## src/rtl/mem_wb_pipe.sv

```systemverilog
// mem_wb_pipe: EX/MEM and MEM/WB pipeline registers of the OTTER core, with the
//   data-memory request/ack handshake, store lane steering and load alignment.
// Latency: one edge EX->EX/MEM, one more edge EX/MEM->MEM/WB; memory ops add
//   one cycle per wait state.
// Backpressure: mem_stall (req & !ack) freezes PC, IF/ID, ID/EX and both local
//   stages; a TIMEOUT-cycle wait abandons the access with bus_err.
//
// Ports:
//   clk, rst                  core clock, asynchronous active-high reset
//   ex_*                      instruction leaving EX (control, ALU result, store data, link)
//   dmem_req/we/addr/be/wdata request to data memory (combinational from EX/MEM)
//   dmem_ack, dmem_rdata      memory completion and raw read word
//   mem_stall                 front-of-pipe freeze
//   ex_mem_rd/regWrite/fwd_data   EX/MEM forwarding view
//   mem_wb_rd/regWrite, wb_data   MEM/WB register-file write and forwarding view
//   bus_err                   sticky timeout flag
module mem_wb_pipe #(
  parameter int unsigned TIMEOUT = 16  // 2..255 wait cycles before abandoning an access
) (
  input  logic        clk,
  input  logic        rst,
  input  logic        ex_valid,
  input  logic [4:0]  ex_rd,
  input  logic        ex_regWrite,
  input  logic        ex_memRead,
  input  logic        ex_memWrite,
  input  logic [1:0]  ex_rf_wr_sel,
  input  logic [1:0]  ex_size,
  input  logic        ex_sign,
  input  logic [31:0] ex_alu_result,
  input  logic [31:0] ex_rs2_data,
  input  logic [31:0] ex_pc_plus4,
  output logic        dmem_req,
  output logic        dmem_we,
  output logic [31:0] dmem_addr,
  output logic [3:0]  dmem_be,
  output logic [31:0] dmem_wdata,
  input  logic        dmem_ack,
  input  logic [31:0] dmem_rdata,
  output logic        mem_stall,
  output logic [4:0]  ex_mem_rd,
  output logic        ex_mem_regWrite,
  output logic [31:0] ex_mem_fwd_data,
  output logic [4:0]  mem_wb_rd,
  output logic        mem_wb_regWrite,
  output logic [31:0] wb_data,
  output logic        bus_err
);

  localparam logic [1:0] SZ_BYTE = 2'b00;
  localparam logic [1:0] SZ_HALF = 2'b01;

  localparam logic [1:0] SEL_MEM = 2'b01;
  localparam logic [1:0] SEL_PC4 = 2'b10;

  localparam logic [7:0] CNT_LAST = 8'(TIMEOUT - 1);

  typedef enum logic {
    S_IDLE = 1'b0,
    S_WAIT = 1'b1
  } state_t;

  // ---------------------------------------------------------------------------
  // EX/MEM stage
  // ---------------------------------------------------------------------------
  logic        em_valid_q;
  logic [4:0]  em_rd_q;
  logic        em_rw_q;
  logic        em_mr_q;
  logic        em_mw_q;
  logic [1:0]  em_sel_q;
  logic [1:0]  em_size_q;
  logic        em_sign_q;
  logic [31:0] em_alu_q;
  logic [31:0] em_rs2_q;
  logic [31:0] em_pc4_q;

  // MEM/WB stage
  logic [4:0]  mw_rd_q;
  logic        mw_rw_q;
  logic [31:0] mw_data_q;
  logic [31:0] mw_data_d;

  // Handshake control
  state_t      state_q, state_d;
  logic [7:0]  cnt_q, cnt_d;
  logic        done_q, done_d;
  logic        bus_err_q, bus_err_d;

  logic        mem_op;
  logic        timeout_hit;

  // A bubble must never write or touch memory, so its control bits are
  // squashed at capture; the data fields are don't-care and load as-is.
  always_ff @(posedge clk or posedge rst) begin
    if (rst) begin
      em_valid_q <= 1'b0;
      em_rd_q    <= 5'd0;
      em_rw_q    <= 1'b0;
      em_mr_q    <= 1'b0;
      em_mw_q    <= 1'b0;
      em_sel_q   <= 2'b00;
      em_size_q  <= 2'b00;
      em_sign_q  <= 1'b0;
      em_alu_q   <= 32'd0;
      em_rs2_q   <= 32'd0;
      em_pc4_q   <= 32'd0;
    end else if (!mem_stall) begin
      em_valid_q <= ex_valid;
      em_rd_q    <= ex_rd;
      em_rw_q    <= ex_valid & ex_regWrite;
      em_mr_q    <= ex_valid & ex_memRead;
      em_mw_q    <= ex_valid & ex_memWrite;
      em_sel_q   <= ex_rf_wr_sel;
      em_size_q  <= ex_size;
      em_sign_q  <= ex_sign;
      em_alu_q   <= ex_alu_result;
      em_rs2_q   <= ex_rs2_data;
      em_pc4_q   <= ex_pc_plus4;
    end
  end

  // ---------------------------------------------------------------------------
  // Memory request
  // ---------------------------------------------------------------------------
  assign mem_op    = em_valid_q & (em_mr_q | em_mw_q);
  assign dmem_req  = mem_op & ~done_q;
  assign dmem_we   = em_mw_q;
  assign dmem_addr = {em_alu_q[31:2], 2'b00};

  // Last WAIT cycle with no ack: the access is abandoned, so the pipeline is
  // released this cycle instead of on the next one.
  assign timeout_hit = (state_q == S_WAIT) && (cnt_q == CNT_LAST) && !dmem_ack;
  assign mem_stall   = dmem_req & ~dmem_ack & ~timeout_hit;

  // Store data is replicated across lanes so the byte enables alone pick the
  // target bytes. Half accesses use addr[1] only; alignment is checked upstream.
  always_comb begin
    dmem_be    = 4'b1111;
    dmem_wdata = em_rs2_q;
    case (em_size_q)
      SZ_BYTE: begin
        dmem_be    = 4'b0001 << em_alu_q[1:0];
        dmem_wdata = {4{em_rs2_q[7:0]}};
      end
      SZ_HALF: begin
        dmem_be    = 4'b0011 << {em_alu_q[1], 1'b0};
        dmem_wdata = {2{em_rs2_q[15:0]}};
      end
      default: begin
        dmem_be    = 4'b1111;
        dmem_wdata = em_rs2_q;
      end
    endcase
    // Keep the byte enables quiet when no access is in flight.
    if (!mem_op) begin
      dmem_be = 4'b0000;
    end
  end

  // ---------------------------------------------------------------------------
  // Handshake FSM and wait counter
  // ---------------------------------------------------------------------------
  always_ff @(posedge clk or posedge rst) begin
    if (rst) begin
      state_q   <= S_IDLE;
      cnt_q     <= 8'd0;
      done_q    <= 1'b0;
      bus_err_q <= 1'b0;
    end else begin
      state_q   <= state_d;
      cnt_q     <= cnt_d;
      done_q    <= done_d;
      bus_err_q <= bus_err_d;
    end
  end

  always_comb begin
    state_d   = state_q;
    cnt_d     = cnt_q;
    done_d    = done_q;
    bus_err_d = bus_err_q | timeout_hit;

    case (state_q)
      S_IDLE: begin
        cnt_d = 8'd0;
        // A zero-wait ack completes without ever entering WAIT.
        if (dmem_req && !dmem_ack) begin
          state_d = S_WAIT;
        end
      end
      S_WAIT: begin
        if (dmem_ack || timeout_hit || !dmem_req) begin
          state_d = S_IDLE;
          cnt_d   = 8'd0;
        end else begin
          cnt_d = cnt_q + 8'd1;
        end
      end
      default: begin
        state_d = S_IDLE;
        cnt_d   = 8'd0;
      end
    endcase

    // done marks the EX/MEM entry whose access was abandoned. The stall is
    // released in the timeout cycle, so that entry is replaced on the same
    // edge; a freshly captured entry always starts not-done.
    if (timeout_hit) begin
      done_d = 1'b1;
    end
    if (!mem_stall) begin
      done_d = 1'b0;
    end
  end

  // ---------------------------------------------------------------------------
  // Load alignment and writeback select
  // ---------------------------------------------------------------------------
  logic [31:0] load_sh;
  logic [31:0] load_val;

  assign load_sh = dmem_rdata >> {em_alu_q[1:0], 3'b000};

  always_comb begin
    load_val = load_sh;
    case (em_size_q)
      SZ_BYTE: load_val = {{24{load_sh[7]  & em_sign_q}}, load_sh[7:0]};
      SZ_HALF: load_val = {{16{load_sh[15] & em_sign_q}}, load_sh[15:0]};
      default: load_val = load_sh;
    endcase
  end

  always_comb begin
    mw_data_d = em_alu_q;
    case (em_sel_q)
      SEL_MEM: mw_data_d = load_val;
      SEL_PC4: mw_data_d = em_pc4_q;
      default: mw_data_d = em_alu_q;
    endcase
  end

  // ---------------------------------------------------------------------------
  // MEM/WB stage
  // ---------------------------------------------------------------------------
  // Holding while stalled re-presents the same value to the register file,
  // which is harmless. An abandoned load retires without writing.
  always_ff @(posedge clk or posedge rst) begin
    if (rst) begin
      mw_rd_q   <= 5'd0;
      mw_rw_q   <= 1'b0;
      mw_data_q <= 32'd0;
    end else if (!mem_stall) begin
      mw_rd_q   <= em_rd_q;
      mw_rw_q   <= em_rw_q & ~timeout_hit;
      mw_data_q <= mw_data_d;
    end
  end

  // ---------------------------------------------------------------------------
  // Outputs
  // ---------------------------------------------------------------------------
  // Loads are never forwarded from EX/MEM (the load-use stall prevents it),
  // so only ALU and link values matter here.
  assign ex_mem_rd        = em_rd_q;
  assign ex_mem_regWrite  = em_rw_q;
  assign ex_mem_fwd_data  = (em_sel_q == SEL_PC4) ? em_pc4_q : em_alu_q;

  assign mem_wb_rd        = mw_rd_q;
  assign mem_wb_regWrite  = mw_rw_q;
  assign wb_data          = mw_data_q;

  assign bus_err          = bus_err_q;

endmodule

```

## config.mk

```make
export PLATFORM = sky130hd
export DESIGN_NAME = mem_wb_pipe
export DESIGN_NICKNAME = d
export VERILOG_FILES = /design/src/rtl/mem_wb_pipe.sv
export SDC_FILE = /design/constraint.sdc
export NUM_CORES = 1
export LEC_CHECK = 0
export BUFFER_PORTS_ARGS = -buffer_cell sky130_fd_sc_hd__buf_2
export CORE_UTILIZATION = 35
export CTS_BUF_LIST = sky130_fd_sc_hd__clkbuf_4 sky130_fd_sc_hd__clkbuf_8 sky130_fd_sc_hd__clkbuf_16
export DETAILED_ROUTE_END_ITERATION = 10
export MAX_ROUTING_LAYER = met4
export PLACE_DENSITY = 0.6
export SLEW_MARGIN = 40
export SYNTH_ARGS = -nofsm -noshare
export SYNTH_HDL_FRONTEND = slang
export SYNTH_SLANG_ARGS = --single-unit
export TNS_END_PERCENT = 5
```

## constraint.sdc

```tcl
create_clock -name clk -period 4.7 [get_ports clk]
set_input_delay 0.47 -clock clk [delete_from_list [all_inputs] [get_ports clk]]
set_output_delay 0.47 -clock clk [all_outputs]
set_load 0.02 [all_outputs]
```

# Yosys cells after proc, flatten, opt, wreduce, memory -nomap -nowiden
# Index checks and enable logic that the tools add are counted.
# word_totals
regBits,159
# classes
bitwise_logic,16
n_eq_ne,5
n_addsub,1
n_shift,3
reduce_logical,8
muxes,13
# op_table
operator,n
$pmux 32 s2,3
$mux 32,1
$shr 32x5->32,1
$pmux 8 s2,1
$and 1x1->1,10
$add 8x1->8 const B,1
$eq 8x4->1 const B,1
$mux 8,1
$pmux 4 s2,1
$eq 2x1->1 const B,2
$mux 1,4
$mux 4,1
$not 1->1,4
$shl 1x2->4 const A,1
$shl 2x2->4 const A,1
$logic_and 1x1->1,3
$eq 2x2->1 const B,1
$logic_not 1->1,2
$logic_not 2->1,1
$logic_or 1x1->1,2
$ne 2x1->1 const B,1
$or 1x1->1,2
$pmux 1 s2,1

# Longest topological paths before layout
# Gate-level depths: netlist (run 1).
# logic_depth
ltp_word,7
mapped_depth,10
mapped_depth_nobuf,7

# Worst setup path before layout (run 1)
# No wires, ideal clock.
# synth_path
path_type,reg-to-output
from,reg cnt_q[0]
to,out mem_stall
required_time_ns,4.230
path_buffers,2
setup_slack_ns,2.368
arrival_time_ns,1.862
path_stages_with_launch,8
path_cell_list,dfrtp_1 -> ha_1 -> nand3_1 -> nor3_2 -> or4_1 -> buf_2 -> inv_2 -> clkbuf_1
# synth_between
elab_chain_len,5
# synth_rtl
item,line,rtl
"start, declared",86,"logic [7:0] cnt_q, cnt_d;"
"start signal, assigned",172,cnt_q <= cnt_d;
$eq 8x4->1,133,assign timeout_hit = (state_q == S_WAIT) && (cnt_q == CNT_LAST) && !dmem_ack;
$logic_and 1x1->1 (2 in a row),133,
$not 1->1,134,assign mem_stall = dmem_req & ~dmem_ack & ~timeout_hit;
$and 1x1->1,134,
"end, declared",40,"output logic mem_stall,"
# No other way between the ends.

# Worst setup path in the final report (run 1)
# Same ends and word-level chain as after synthesis.

==> results of run 1 <==
-- metal layers --
layer | vias to the layer above | global-route usage [%]
li1 | 3557 | -
met1 | 3510 | 27.5
met2 | 223 | 35.4
met3 | 19 | 5.19
met4 | 0 | 5.70
met5 | - | -
-- cells in the final DEF (no fill, tap or decap), drive strengths merged, types with 4 or more instances in the layout --
| cell | count |
|---|---|
| a31oi | 14 |
| nand2b | 18 |
| nor2b | 8 |
| nand3 | 7 |
| o211ai | 5 |
| nor2 | 36 |
| buf | 304 |
| o21ai | 59 |
| nand2 | 355 |
| mux2 | 42 |
| a211oi | 6 |
| a21oi | 40 |
| mux2i | 39 |
| clkbuf | 20 |
| a221oi | 16 |
| clkinvlp | 5 |
| clkinv | 4 |
| xor2 | 4 |
| diode | 4 |
| dfrtp | 159 |
| inv | 18 |
-- power by group --
part,internal [uW],switching [uW],total (uW)
Sequential,1500,98.7,1600
Clock,859,591,1450
Combinational,315,543,858
Total,2670,1230,3900
-- path summary, 6_finish.rpt --
kind | slack [ps] | from | depth (start not counted) | to
max | 1210 | cnt_q[0] | 6 | mem_stall
min | 120 | rst | 3 | em_rs2_q[22]
max reg2reg | 1730 | cnt_q[0] | 8 | wb_data[9]
min reg2reg | 460 | mem_wb_rd[3] | 2 | mem_wb_rd[3]
max in group asynchronous | 3800 | rst | 4 | wb_data[16]
min in group clk | 230 | ex_rs2_data[21] | 3 | em_rs2_q[21]
-- state kept, by name (all words and copies together) (netlist names) --
register         count
state_q              1
em_pc4_q            32
em_valid_q           1
wb_data             32
ex_mem_regWrite      1
ex_mem_rd            5
em_mr_q              1
cnt_q                8
em_alu_q            32
em_sign_q            1
em_rs2_q            32
em_size_q            2
done_q               1
mem_wb_regWrite      1
em_sel_q             2
bus_err              1
dmem_we              1
mem_wb_rd            5
-- kinds of logic (layout without fill, tap and decap cells) --
| kind of cell | after synthesis | in the layout | share of synthesized area (%) |
|---|---|---|---|
| DFF | 159 | 159 | 48.2 |
| xor gates and xnor gates | 7 | 7 | 0.743 |
| other | 1 | 7 | 0.0454 |
| buffers and inverters | 119 | 354 | 7.95 |
| and+or+nand+nor | 432 | 432 | 20.9 |
| AOI/OAI and AO/OA | 149 | 149 | 10.7 |
| adders and majority gates | 3 | 3 | 0.455 |
| muxes | 83 | 83 | 11.0 |
-- stage by stage --
stage	setup slack [ps]	total power (uW)	std cells	utilization (%)
after global placement	1660	2480	1470	42.2
after floorplan	2220	2170	955	-
after CTS	1170	3950	1503	45.0
after detailed placement	1620	2490	1471	42.4
final	1210	3900	1507	45.1
after global routing	1050	4090	1506	45.1
-- tightest hold or removal path, cell delays in order --
cell	delay [ps]
buf_2	110
clkinvlp_4	70
buf_12	320
-- area by class of cell --
cell class                 count  area (sq um)
timing repair buffer         304          1600
clock inverter                12           160
tap                          313           392
clock buffer                  20           448
sequential                   159          3980
inverter                      18          73.8
fill                        2352         12500
antenna                        4          10.0
multi-input combinational    677          3630
==> out/metrics.csv, run 1 <==
metric;value;unit
fin_hold_ws;125;ps
cts_post_setup_buffers_inserted;0;
grt_max_degree;84;
leakage;0.00538;uW
drv_cap;0;
crit_fanout;65;
yosys_warnings;0;
path_cells;ha_1 -> nand3_1 -> nor3_2 -> or4_4 -> inv_4 -> buf_2;
grt-ovfl-total;0;
tns;0;ps
yosys-top-cells-count;355 x nand2_1, 159 x dfrtp_1, 50 x o21ai_0;
row_count;55;
ctsRootBufferMaster;clkbuf_16;
async_flop_share;100;%
dpl-instance-area;0.00968;sq mm
dieArea;0.0242;sq mm
worstPathRequired;4230;ps
slew_violations;0;
syn_inst;953;
initial_core_util;36.1;%
io_buffers;290;
startpoint_type;flip-flop;
maxClockFrequency;287;MHz
grt_use_total;21.9;%
synth.most_common_cell;nand2_1;
synth_top_cell_by_area;dfrtp_1;
synth-edff-count;0;
cts_buffer_depth;2;
first_pass_iters;5;
initialDrtViolationCount;355;
path_clk_slew;70;ps
worstPathArrival;3020;ps
status;completed;
rsz0062_at_grt;no;
finalHoldViolCount;0;
viasPerCell;4.85;
synth_ff_type;dfrtp_1;
drc;0;
grt_pass1_vias;7046;
dp_hpwl;18300;microns
antenna_found_initial;3;
end_kind;primary output;
synth-seq-cells;159;
ios;293;
fin_skew;12.9;ps
core;0.0228;sq mm
fin_area;0.0103;sq mm
synthToLayoutAreaGrowth;24.8;%
met2_length;12200;microns
drive_above_1_share;32.4;%
grt_pass1_wl;39500;microns
synthDistinctLibCells;45;
worst_pin_slew;814;ps
fp.dieW;156;microns
synth_area_leaders;dfrtp_1 48%, nand2_1 16%, mux2_2 5.7%;
period_needed;3490;ps
clock_latency;430;ps
synth_area;0.00825;sq mm
crit_type;reg2out;
cts_tree;yes;
power_density;379;mW/mm^2
period_share;74.2;%
wl_met3;1610;microns
htree_levels;4;
fp.dieH;156;microns
critPathMaxStageDelay;780;ps
cp.buffers_inverters;2;
drt_wl_total;25500;microns
setup_violations;0;
vias;7309;
cts_buffers;17;
slew_headroom;45.7;%
seq_area_frac_synth;48.2;%
antenna_left;0;
cpLargestDelayFamily;simple AND/OR/NAND/NOR gates;
irDropWorstVdd;0.190;mV
cts_hold_buf;0;
place.gp.congestion;0.845;
synth_top_area_share;48.2;%
hp-class;in2async;
wl_met1;11300;microns
nets;1325;
cts_resized;0;
top_layer;met4;
worst_path_max_delay_cell;or4_4;
clock-sinks;159;
avgSynthCellArea;8.66;sq um
wl_per_cell;16.9;microns
No activity file was read; power rests on OpenSTA's default activity.
==> run 2, diff against run 1 <==
==> constraint.sdc (replaced) <==
create_clock -name clk -period 3.01 [get_ports clk]
set_input_delay 0.301 -clock clk [delete_from_list [all_inputs] [get_ports clk]]
set_output_delay 0.301 -clock clk [all_outputs]
set_load 0.02 [all_outputs]
==> out/metrics.csv, run 2 (synthesized netlist as in run 1, its figures left out) <==
metric;value;unit;change
final_common_cell;nand2_1;;
worstPathRequired;2710;ps;-1520 ps
power_density;584;mW/mm^2;+54%
status;completed;;
initial_core_util;36.1;%;unchanged
path_clk_slew;70;ps;about the same
final_cell_mix;355 x nand2_1, 290 x buf_2, 159 x dfrtp_1, 50 x o21ai_0, 42 x mux2_2;;
cts_post_setup_buffers_inserted;0;;unchanged
wl_per_cell;16.8;microns;-0.88%
clock-sinks;159;;unchanged
drv_cap;0;;unchanged
critPathMaxStageDelay;550;ps;-230 ps
startpoint_type;flip-flop;;
placedCellCount;1480;;+0.61%
grt-ovfl-total;0;;unchanged
io_buffers;290;;unchanged
cts_resized;0;;unchanged
path_cells;ha_1 -> nand3_1 -> nor3_2 -> or4_4 -> inv_4 -> buf_2;;
maxClockFrequency;365;MHz;
nets;1335;;+0.75%
dieArea;0.0242;sq mm;unchanged
crit_type;reg2out;;
hp-class;in2reg;;
grt_max_degree;90;;+7.1%
worstPathArrival;2440;ps;-580 ps
fin_area;0.0104;sq mm;+1.0%
ctsRootBufferMaster;clkbuf_16;;
fp.dieH;156;microns;unchanged
leakage;0.00544;uW;+1.1%
rsz0062_at_grt;no;;
crit_fanout;32;;-51%
period_share;90.9;%;
drc;0;;unchanged
row_count;55;;unchanged
dp_hpwl;18600;microns;+2.0%
htree_levels;4;;unchanged
clock_latency;430;ps;about the same
grt_pass1_wl;39500;microns;-0.12%
tns;0;ps;unchanged
cts_hold_buf;1;;+1
worst_pin_slew;621;ps;-193 ps
slew_violations;0;;unchanged
fin_skew;8.76;ps;-4.09 ps
setup_violations;0;;unchanged
worst_path_max_delay_cell;or4_4;;
core;0.0228;sq mm;unchanged
vias;7315;;+0.082%
first_pass_iters;5;;unchanged
end_kind;primary output;;
slew_headroom;58.5;%;+13 points
place_ws;658;ps;-966 ps
fp.dieW;156;microns;unchanged
grt_pass1_vias;7121;;+1.1%
drive_above_1_share;32.9;%;+0.48 points
fin_cells;1518;;+0.73%
fin_hold_ws;64.0;ps;-60.7 ps
viasPerCell;4.82;;-0.64%
ios;293;;unchanged
initialDrtViolationCount;407;;+15%
cts_tree;yes;;
finalHoldViolCount;0;;unchanged
cts_buffers;17;;unchanged
antenna_found_initial;5;;+2
drt_wl_total;25500;microns;-0.16%
fin_ws;273;ps;-938 ps
place.gp.congestion;0.847;;+0.32%
synthToLayoutAreaGrowth;26.1;%;
period_needed;2740;ps;
cts_buffer_depth;2;;unchanged
irDropWorstVdd;0.320;mV;+69%
grt_use_total;22.0;%;+0.093 points
dpl-instance-area;0.00978;sq mm;+1.0%
antenna_left;0;;unchanged
-- run 2: changes by cell type in the layout (fill, tap and decap cells not counted), moves of 2 or more --
cell | previous run | this run
clkbuf_4 | 3 | 1
buf_12 | 2 | 6
buf_4 | 11 | 17
clkbuf_8 | 0 | 3
-- run 2: report_power, final --
part	switching (uW)	internal, uW
logic	844	502
clock network	923	1300
registers	159	2340
-- run 2: layout make-up --
cell class | count | area [sq um]
Fill cell | 2364 | 12400
Sequential cell | 159 | 3980
Inverter | 18 | 73.8
Antenna cell | 5 | 12.5
Clock buffer | 21 | 474
Tap cell | 313 | 392
Timing Repair Buffer | 314 | 1710
Clock inverter | 11 | 130
Multi-Input combinational cell | 677 | 3630
-- run 2: per-stage QoR --
stage	util, %	total power (uW)
global placement	42.7	3880
detailed placement	42.8	3890
CTS	45.5	6160
floorplan	-	3390
global route	45.5	6370
finish	45.5	6070
-- run 2: worst max-delay path: cells and delay by family (launching register included) --
family	cells	cell delay, ps
simple gates	3	780
flops	1	400
buf+inv	2	610
fa+ha+maj	1	220
-- run 2: worst paths after layout --
kind                                       from      endpoint  slack, ps  cells past startpoint
worst max-delay path                   cnt_q[0]     mem_stall        270                      6
worst min-delay path            ex_rs2_data[15]  em_rs2_q[15]         60                      3
worst max register to register         cnt_q[0]   wb_data[31]        670                      8
worst min register to register     mem_wb_rd[3]  mem_wb_rd[3]        460                      2
max in group asynchronous                   rst     em_sign_q       1850                      5
min in group asynchronous                   rst  em_rs2_q[22]        420                      3
-- run 2: layer usage --
| layer | vias up | wire, microns | share of wire [%] | GRT usage, % |
|---|---|---|---|---|
| li1 | 3577 | - | - | - |
| met1 | 3464 | 11100 | 44 | 27.6 |
| met2 | 250 | 12400 | 49 | 34.8 |
| met3 | 24 | 1600 | 6.3 | 5.14 |
| met4 | 0 | 356 | 1.4 | 7.38 |
| met5 | - | 0 | 0 | - |
